$ cat src/rtl/arm_mac_pkg.sv
`default_nettype none
// ============================================================================
// Module      : arm_mac_pkg
// Description : Opcode, state and opcode-bit definitions for arm_iter_mac.
// Revision    : 1.0 - initial release
// ============================================================================
package arm_mac_pkg;

    typedef enum logic [2:0] {
        MAC_MUL   = 3'd0,
        MAC_MLA   = 3'd1,
        MAC_UMULL = 3'd4,
        MAC_UMLAL = 3'd5,
        MAC_SMULL = 3'd6,
        MAC_SMLAL = 3'd7
    } mac_op_t;

    localparam logic [1:0] c_ST_IDLE = 2'd0;
    localparam logic [1:0] c_ST_BUSY = 2'd1;
    localparam logic [1:0] c_ST_ACC  = 2'd2;
    localparam logic [1:0] c_ST_DONE = 2'd3;

    typedef enum logic [1:0] {
        IDLE = c_ST_IDLE,
        BUSY = c_ST_BUSY,
        ACC  = c_ST_ACC,
        DONE = c_ST_DONE
    } mac_state_t;

    localparam int c_OP_BIT_ACC    = 0;
    localparam int c_OP_BIT_SIGNED = 1;
    localparam int c_OP_BIT_LONG   = 2;

    // Signedness only has meaning for the long forms.
    function automatic logic op_is_signed(input mac_op_t op);
        return op[c_OP_BIT_LONG] & op[c_OP_BIT_SIGNED];
    endfunction

endpackage : arm_mac_pkg
`default_nettype wire

$ cat src/rtl/arm_iter_mac_step.sv
`default_nettype none
// ============================================================================
// Module      : arm_iter_mac_step
// Description : One radix-2^BITS_PER_CYCLE partial-product accumulation step.
// Revision    : 1.0 - initial release
// ============================================================================
module arm_iter_mac_step #(
    parameter int DATA_W         = 32,
    parameter int BITS_PER_CYCLE = 4
) (
    input  logic [2*DATA_W-1:0]       i_partial,
    input  logic [2*DATA_W-1:0]       i_mcand,
    input  logic [BITS_PER_CYCLE-1:0] i_group,
    output logic [2*DATA_W-1:0]       o_next
);

    logic [2*DATA_W-1:0] w_sum;

    // The multiplicand arrives pre-aligned to the group's weight.
    always_comb begin
        w_sum = i_partial;
        for (int b = 0; b < BITS_PER_CYCLE; b++) begin
            if (i_group[b]) begin
                w_sum = w_sum + (i_mcand << b);
            end
        end
    end

    assign o_next = w_sum;

endmodule : arm_iter_mac_step
`default_nettype wire

$ cat src/rtl/arm_iter_mac.sv
`default_nettype none
// ============================================================================
// Module      : arm_iter_mac
// Description : Iterative 32/64-bit multiply-accumulate unit with handshakes.
// Revision    : 1.0 - initial release
// ============================================================================
module arm_iter_mac
    import arm_mac_pkg::*;
#(
    parameter int DATA_W         = 32,
    parameter int BITS_PER_CYCLE = 4,
    parameter int TAG_W          = 8
) (
    input  logic              clk,
    input  logic              rst,
    input  logic              flush,
    input  logic              in_valid,
    output logic              in_ready,
    input  mac_op_t           in_op,
    input  logic              in_set_flags,
    input  logic [DATA_W-1:0] in_rm,
    input  logic [DATA_W-1:0] in_rs,
    input  logic [DATA_W-1:0] in_acc_lo,
    input  logic [DATA_W-1:0] in_acc_hi,
    input  logic [TAG_W-1:0]  in_tag,
    output logic              out_valid,
    input  logic              out_ready,
    output logic [DATA_W-1:0] out_lo,
    output logic [DATA_W-1:0] out_hi,
    output logic              out_long,
    output logic [3:0]        out_flags,
    output logic              out_flags_we,
    output logic [TAG_W-1:0]  out_tag,
    output logic              busy
);

    localparam int                 c_ITERS    = DATA_W / BITS_PER_CYCLE;
    localparam int                 c_CNT_W    = (c_ITERS > 1) ? $clog2(c_ITERS) : 1;
    localparam logic [c_CNT_W-1:0] c_CNT_LAST = c_CNT_W'(c_ITERS - 1);
    localparam logic [c_CNT_W-1:0] c_CNT_ONE  = c_CNT_W'(1);
    localparam int                 c_PROD_W   = 2 * DATA_W;

    mac_state_t            r_state;
    logic [c_CNT_W-1:0]    r_cnt;
    logic [c_PROD_W-1:0]   r_mcand;
    logic [c_PROD_W-1:0]   r_partial;
    logic [c_PROD_W-1:0]   r_acc;
    logic [DATA_W-1:0]     r_mplier;
    logic                  r_neg;
    logic                  r_long;
    logic                  r_set_flags;
    logic [TAG_W-1:0]      r_tag;

    logic                  w_accept;
    logic                  w_signed;
    logic [DATA_W-1:0]     w_rm_mag;
    logic [DATA_W-1:0]     w_rs_mag;
    logic [c_PROD_W-1:0]   w_acc_in;
    logic [c_PROD_W-1:0]   w_step_next;
    logic [c_PROD_W-1:0]   w_prod;
    logic [c_PROD_W-1:0]   w_result;
    logic                  w_res_n;
    logic                  w_res_z;

    assign in_ready = (r_state == IDLE) || ((r_state == DONE) && out_ready);
    assign w_accept = in_valid && in_ready && !flush;
    assign busy     = (r_state != IDLE);

    // Negating 0x80000000 yields 0x80000000, which is the correct unsigned magnitude.
    assign w_signed = op_is_signed(in_op);
    assign w_rm_mag = (w_signed && in_rm[DATA_W-1]) ? -in_rm : in_rm;
    assign w_rs_mag = (w_signed && in_rs[DATA_W-1]) ? -in_rs : in_rs;

    assign w_acc_in = !in_op[c_OP_BIT_ACC]  ? '0 :
                      in_op[c_OP_BIT_LONG]  ? {in_acc_hi, in_acc_lo} :
                                              {{DATA_W{1'b0}}, in_acc_lo};

    arm_iter_mac_step #(
        .DATA_W         (DATA_W),
        .BITS_PER_CYCLE (BITS_PER_CYCLE)
    ) u_step (
        .i_partial (r_partial),
        .i_mcand   (r_mcand),
        .i_group   (r_mplier[BITS_PER_CYCLE-1:0]),
        .o_next    (w_step_next)
    );

    assign w_prod   = r_neg ? -r_partial : r_partial;
    assign w_result = w_prod + r_acc;
    assign w_res_n  = r_long ? w_result[c_PROD_W-1] : w_result[DATA_W-1];
    assign w_res_z  = r_long ? (w_result == '0) : (w_result[DATA_W-1:0] == '0);

    always_ff @(posedge clk) begin
        if (rst) begin
            r_state      <= IDLE;
            r_cnt        <= '0;
            r_mcand      <= '0;
            r_partial    <= '0;
            r_acc        <= '0;
            r_mplier     <= '0;
            r_neg        <= 1'b0;
            r_long       <= 1'b0;
            r_set_flags  <= 1'b0;
            r_tag        <= '0;
            out_valid    <= 1'b0;
            out_lo       <= '0;
            out_hi       <= '0;
            out_long     <= 1'b0;
            out_flags    <= 4'b0000;
            out_flags_we <= 1'b0;
            out_tag      <= '0;
        end else if (flush) begin
            r_state   <= IDLE;
            r_cnt     <= '0;
            out_valid <= 1'b0;
        end else begin
            case (r_state)
                IDLE: begin
                    if (w_accept) begin
                        r_state <= BUSY;
                    end
                end
                BUSY: begin
                    r_partial <= w_step_next;
                    r_mcand   <= r_mcand << BITS_PER_CYCLE;
                    r_mplier  <= r_mplier >> BITS_PER_CYCLE;
                    r_cnt     <= r_cnt + c_CNT_ONE;
                    if (r_cnt == c_CNT_LAST) begin
                        r_state <= ACC;
                    end
                end
                ACC: begin
                    out_lo       <= w_result[DATA_W-1:0];
                    out_hi       <= r_long ? w_result[c_PROD_W-1:DATA_W] : '0;
                    out_long     <= r_long;
                    out_flags    <= {w_res_n, w_res_z, 2'b00};
                    out_flags_we <= r_set_flags;
                    out_tag      <= r_tag;
                    out_valid    <= 1'b1;
                    r_state      <= DONE;
                end
                DONE: begin
                    if (out_ready) begin
                        out_valid <= 1'b0;
                        r_state   <= w_accept ? BUSY : IDLE;
                    end
                end
                default: r_state <= IDLE;
            endcase

            // Acceptance only happens in IDLE or DONE, so this never collides with BUSY updates.
            if (w_accept) begin
                r_cnt       <= '0;
                r_mcand     <= {{DATA_W{1'b0}}, w_rm_mag};
                r_mplier    <= w_rs_mag;
                r_partial   <= '0;
                r_acc       <= w_acc_in;
                r_neg       <= w_signed && (in_rm[DATA_W-1] ^ in_rs[DATA_W-1]);
                r_long      <= in_op[c_OP_BIT_LONG];
                r_set_flags <= in_set_flags;
                r_tag       <= in_tag;
            end
        end
    end

endmodule : arm_iter_mac
`default_nettype wire

$ cat config.mk
export PLATFORM = sky130hd
export DESIGN_NAME = arm_iter_mac
export DESIGN_NICKNAME = d
export VERILOG_FILES = /design/src/rtl/arm_mac_pkg.sv /design/src/rtl/arm_iter_mac_step.sv /design/src/rtl/arm_iter_mac.sv
export SDC_FILE = /design/constraint.sdc
export NUM_CORES = 2
export LEC_CHECK = 0
export ABC_AREA = 1
export BUFFER_PORTS_ARGS = -buffer_cell sky130_fd_sc_hd__buf_2
export CAP_MARGIN = 20
export CORE_UTILIZATION = 30
export CTS_CLUSTER_DIAMETER = 50
export DETAILED_ROUTE_END_ITERATION = 8
export HOLD_SLACK_MARGIN = 0.02
export SETUP_SLACK_MARGIN = 0.3
export SLEW_MARGIN = 5
export SYNTH_ARGS = -nofsm -noshare
export SYNTH_HDL_FRONTEND = slang
export SYNTH_HIERARCHICAL = 1
export SYNTH_SLANG_ARGS = --single-unit
$ cat constraint.sdc
create_clock -name clk -period 12.5 [get_ports clk]
set_clock_uncertainty 0.1 [all_clocks]
set_input_delay 0.625 -clock clk [delete_from_list [all_inputs] [get_ports clk]]
set_output_delay 0.625 -clock clk [all_outputs]
set_load 0.05 [all_outputs]
=== Word level (Yosys, flattened, before mapping) ===
Cells that the tools add are included.

* Add/sub/neg operators: 9
* Multiply operators: 0
* Div/mod/pow operators: 0
* $lt $le $gt $ge: 0
* Equal/unequal tests: 7
* Shift operators: 0
* Mux-type cells: 25
* Bitwise logic cells: 3
* Reductions and logical operators: 21

{| class="wikitable"
|+ Operators by type and width
! cell !! count
|-
| two-way mux 64 bit || 11
|-
| adder 64 bit || 5
|-
| two-way mux 32 bit || 5
|-
| logical NOT 64 bit || 1
|-
| negator 32 bit || 2
|-
| negator 64 bit || 1
|-
| logical NOT 32 bit || 1
|-
| one-hot mux 2 bit (4 select lines) || 1
|-
| AND reduction 2 bit || 4
|-
| logical AND 1 bit || 6
|-
| two-way mux 2 bit || 3
|-
| inequality test 2 bit, second input constant || 3
|-
| nonzero test 2 bit || 3
|-
| == test 2 bit, second input constant || 2
|-
| two-way mux 1 bit || 4
|-
| adder 3 x 1 -> 3 bit, second input constant || 1
|-
| == test 3 bit, second input constant || 1
|-
| AND reduction 3 bit || 1
|-
| OR reduction 3 bit || 1
|-
| == test 2 x 1 -> 1 bit, second input constant || 1
|-
| logical NOT 2 bit || 1
|-
| one-hot mux 1 bit (2 select lines) || 1
|-
| OR reduction 2 bit || 1
|-
| AND 1 bit || 1
|-
| other kinds (4) || 4
|}

* Register bits: 317
* Bits in latches: 0
* Bits in writable memories: 0
* Bits in read-only memories: 0
* Bits of input ports: 145
* Output and inout bits: 81
* Word-level logic and storage cells: 82
* Memories: 0

=== Longest topological paths before layout ===
* Word-level depth: 10
* Gate-level depth with buffers: 59
* Depth with buffers taken out: 59

=== Cells and area by module ===
The synthesis kept the hierarchy.

{| class="wikitable"
|+ Modules (own cells, without submodules)
! module !! times used !! cells an instance !! area each (um2) !! seq. area each (um2)
|-
| arm_iter_mac_step || 1 || 4271 || 21755.9 || 0.0
|-
| arm_iter_mac || 1 || 3421 || 21240.4 || 6346.1
|}

=== Worst setup path before layout ===
OpenSTA, ideal clock, no wires.

* Kind: register to register
* Start point: reg r_mcand[0]
* End point: reg r_partial[55]
* Setup time: 0.134 ns
* Data arrival time: 6.567 ns
* Required time: 12.266 ns
* Path slack: 5.699 ns
* Stages on the path, launching flop included: 55
* Buffers on the path: 0
* Period minus slack after synthesis: 6.801 ns
* Cells stage by stage: dfxtp_1 ha_1 inv_1 fa_1 inv_1 nand3_2 nand2_2 nand2_1 nand2_2 nand2_1 nand2_2 nand2_1 nand2_2 nand3_1 nand2_1 nand2_1 nand2_1 a21boi_0 (+19 left out) xor2_1 or2_1 and2_1 ha_1 nand2_1 nor2_1 inv_1 nor2_1 inv_1 nor3_1 o21ai_0 nand3_1 a21oi_1 and2_1 o21ai_1 nand2_1 nor2_1 a211oi_1

* Word-level cells in the longest chain between the ends: 10

{| class="wikitable"
|+ Ends and longest elaborated chain
! what !! line !! text
|-
| start, declared || arm_iter_mac.sv:45 || <nowiki>logic [c_PROD_W-1:0] r_mcand;</nowiki>
|-
| start signal, assigned || arm_iter_mac.sv:125 || <nowiki>r_mcand <= r_mcand << BITS_PER_CYCLE;</nowiki>
|-
| start signal, assigned || arm_iter_mac.sv:154 || <nowiki>r_mcand <= {{DATA_W{1'b0}}, w_rm_mag};</nowiki>
|-
| adder 64 bit || arm_iter_mac_step.sv:24 || <nowiki>w_sum = w_sum + (i_mcand << b);</nowiki>
|-
| two-way mux 64 bit || arm_iter_mac_step.sv:23 || <nowiki>if (i_group[b]) begin</nowiki>
|-
| adder 64 bit || arm_iter_mac_step.sv:24 ||
|-
| two-way mux 64 bit || arm_iter_mac_step.sv:23 ||
|-
| adder 64 bit || arm_iter_mac_step.sv:24 ||
|-
| two-way mux 64 bit || arm_iter_mac_step.sv:23 ||
|-
| adder 64 bit || arm_iter_mac_step.sv:24 ||
|-
| two-way mux 64 bit * || arm_iter_mac_step.sv:23 ||
|-
| via w_step_next[55] || arm_iter_mac.sv:59 || <nowiki>logic [c_PROD_W-1:0] w_step_next;</nowiki>
|-
| two-way mux 64 bit * || arm_iter_mac.sv:117 || <nowiki>case (r_state)</nowiki>
|-
| two-way mux 64 bit * || arm_iter_mac.sv:152 || <nowiki>if (w_accept) begin</nowiki>
|-
| end signal, assigned || arm_iter_mac.sv:124 || <nowiki>r_partial <= w_step_next;</nowiki>
|-
| end, declared || arm_iter_mac.sv:46 || <nowiki>logic [c_PROD_W-1:0] r_partial;</nowiki>
|}

The timed path passes the listed nets; every way through them passes the cells marked *. The select of a mux whose other input is x is not followed.
A chain may end at the register's enable or synchronous reset.

=== Worst setup path after layout ===
* Start point: reg r_mcand[7]
* End point: reg r_partial[55]

The elaborated chain is that of the path after synthesis.

==> flow_summary.yaml <==
setup_path:
  critical_path_buf_inv_count: 4
  cpPeakStageDelay_ns: 0.84
  cp_slowest_cell: "nor3_1"
  crit_family: "simple AND/OR/NAND/NOR gates"
  cp_data_arrival_time_ns: 11.24
  critPathMaxFanout: 6
  worstSetupStartpointType: "register"
  cp_common_cell: "nand2_1"
  endpoint_kind: "register"
  crit_required_ns: 12.95
  crit_type: "register to register"
synth:
  synth-seq-cells: 317
  synth_mux_area_share_pct: 0
  synth_top_family_by_area: "simple AND/OR/NAND/NOR gates"
  yosys.area_share.simple_pct: 40.5
  yosys.area.top_type: "nand2_1"
  ys_top_cells_by_area: "nand2_1, dfxtp_1, inv_1"
  netlist_area_sq_um: 43000
  synth_edf_count: 0
  ys_seq_area_share_pct: 14.8
  synth_top_area_share_pct: 19.5
  synth_cell_types: 63
  yosys.area_share.adder_pct: 9.81
  async_flop_share_pct: 0
  synth_cells: 7692
  ys.flop_type: "dfxtp_1"
  synth_xor_area_share_pct: 5.13
  synth_warnings: 6
  synth_compound_area_share_pct: 17.9
  syn_avg_cell_area_sq_um: 5.59
layout:
  postLayoutCoreUtil_pct: 33.7
  area_delta_synth_final_pct: 11.3
  nets: 8303
  drive_above_1_share_pct: 7.73
hold_path:
  hold_path_class: "input pin to register"
timing:
  fin_hold_ws_ns: 0.106
  setup_tns_ns: 0
  slew_headroom_pct: 25.3
  setup_viol: 0
  fmax_mhz: 92.7
  hold_violations: 0
  rsz0062_at_grt: "false"
  period_minus_slack_ns: 10.79
  final_max_slew_viol_count: 0
  worst_pin_slew_ns: 1.11
  fin_crit_sh_pct: 86.3
global_route:
  grt_pass1_wl_um: 312000
  grt_max_degree: 103
  antenna_found_initial: 5
  track_usage_pct: 28.8
  grt_pass1_vias: 48600
  grt_overflow: 0
route:
  wirelength_um: 216000
  avgRoutedWirePerCell_um: 22.2
  vias: 51200
  via_per_inst: 5.25
  drtIter0Drc: 5025
  postRouteAntennaNets: 0
  dr.pass1.iters: 9
  drc: 2
power:
  ir_worst_vdd_mv: 0.0910
  p_switching_mw: 1.83
  p_comb_share_pct: 37.7
  powerDensity_nw_per_um2: 88.8
  intPower_mw: 2.41
  power.total_mw: 4.25
  switching_share_pct: 43.2
  p_leak_nw: 23.7
  seqPwrFrac_pct: 27.1
  clkPwrFrac_pct: 35.2
floorplan:
  die_h_um: 381
  die-width_um: 381
  core_area_sq_um: 142000
  die_area_sq_um: 145000
  num_io_pins: 226
  num_rows: 138
  start_util_pct: 30.3
clock_tree:
  post_cts_buffers: 0
  clk_latency_ns: 0.65
  clock-sinks: 317
  cts_resized: 0
  holdBufCountCts: 0
  root_buffer: "clkbuf_16"
  cts_buffers: 50
  cts_tree: "built"
  cts_max_level: 2
  clk_pin_slew_ns: 0.06
  cts_buffer_depth: 3
flow_run:
  max_cap_violations: 0
place:
  globalplace.congestion: 1.03
  dp_hpwl_um: 182000
  port_buffers: 223
status:
  violations: "DRC"
  status: "finished with violations"
## synthesized netlist by cell type (all sizes together) (21+ instances only)
cell type  number
a211oi         52
a21o           29
a21oi         618
a31oi          39
and2           61
buf            63
clkbuf        131
dfxtp         317
ha            329
inv          1127
nand2        2271
nand3         615
nand3b         37
nand4          54
nor2          876
nor3          100
nor4           29
o211ai         48
o21a           21
o21ai         435
o21bai         69
or2            48
xnor2         100
xor2          152
## logic make-up after synthesis
| kind of cell | Yosys count |
|---|---|
| other | 1 |
| flip-flops | 317 |
| adder cells (fa/ha/maj) | 334 |
| buffers and inverters | 1326 |
| AND/OR/NAND/NOR | 4107 |
| XOR/XNOR | 252 |
| AO/OA/AOI/OAI | 1355 |
## through the flow
stage	instances	area, sq um	worst slack, ns
after floorplan	7693	43000	5.70
after global placement	9660	46000	1.93
after detailed placement	9660	46000	1.96
after CTS	9754	47800	1.97
after global routing	9756	47900	1.30
final	9759	47900	1.71
## path summary, 6_finish.rpt
| check | to | cells after the start | slack, ns | startpoint |
|---|---|---|---|---|
| setup / recovery | r_partial[55] | 44 | 1.71 | r_mcand[7] |
| hold / removal | r_tag[3] | 3 | 0.11 | in_tag[3] |
| setup reg to reg | r_partial[55] | 44 | 1.71 | r_mcand[7] |
| hold reg to reg | out_flags_we | 2 | 0.35 | r_set_flags |
## flip-flops by register name, indices dropped and copies added, names as in the netlist, 2 cells and up
| register | flops |
|---|---|
| r_cnt | 3 |
| out_hi | 32 |
| out_flags | 2 |
| r_acc | 64 |
| r_mplier | 32 |
| out_tag | 8 |
| r_mcand | 64 |
| r_tag | 8 |
| r_partial | 64 |
| out_lo | 32 |
| r_state | 2 |
## layout by cell type (no fill, tap or decap), drive strengths merged, types with 3 or more instances in the layout
master	netlist	final
a211oi	52	52
a21boi	19	19
a21o	29	29
a21oi	618	618
a31oi	39	39
and2	61	61
and3	14	14
buf	63	273
bufinv	0	4
clkbuf	131	57
clkinv	5	17
dfxtp	317	317
diode	0	3
fa	5	5
ha	329	329
inv	1127	1146
nand2	2271	2271
nand3	615	615
nand3b	37	37
nand4	54	54
nor2	876	876
nor3	100	100
nor4	29	29
o2111ai	3	3
o211ai	48	48
o21a	21	21
o21ai	435	435
o21bai	69	69
o221ai	7	7
o31ai	3	3
or2	48	48
xnor2	100	100
xor2	152	152
## power by group through the flow
stage | clock, mW | sequential, mW | combinational, mW
2_1_floorplan | 0 | 1.15 | 1.01
3_3_place_gp | 0 | 1.17 | 1.55
3_5_place_dp | 0 | 1.17 | 1.55
4_1_cts | 1.52 | 1.15 | 1.56
5_1_grt | 1.56 | 1.15 | 1.73
6_report | 1.50 | 1.15 | 1.60
## per-layer routing
layer	up-vias	track usage [%]	routed length [um]	share of wire, %
met2	2033	47.1	96500	45
met4	2	13.1	11400	5.3
met5	-	0	12	0.0055
li1	25100	-	-	-
met3	395	3.29	15300	7.1
met1	23700	37.6	93300	43
## cell type report
cell class / count / area [sq um]
fill: 16400 / 94100
multi-input combinational: 6050 / 31600
timing repair buffer: 273 / 1520
sequential: 317 / 6350
inverter: 1132 / 4260
clock inverter: 37 / 465
antenna: 3 / 7.51
tap: 1890 / 2360
clock buffer: 57 / 1310
## worst register-to-register path: cells and delay by family (launching register included)
kind | cells | cell delay, ns
buf+inv | 4 | 0.30
compound gates | 11 | 2.45
flops | 1 | 0.63
simple gates | 23 | 5.46
xor+xnor | 2 | 0.31
fa+ha+maj | 4 | 1.50
Power figures use the tool's default switching activity.
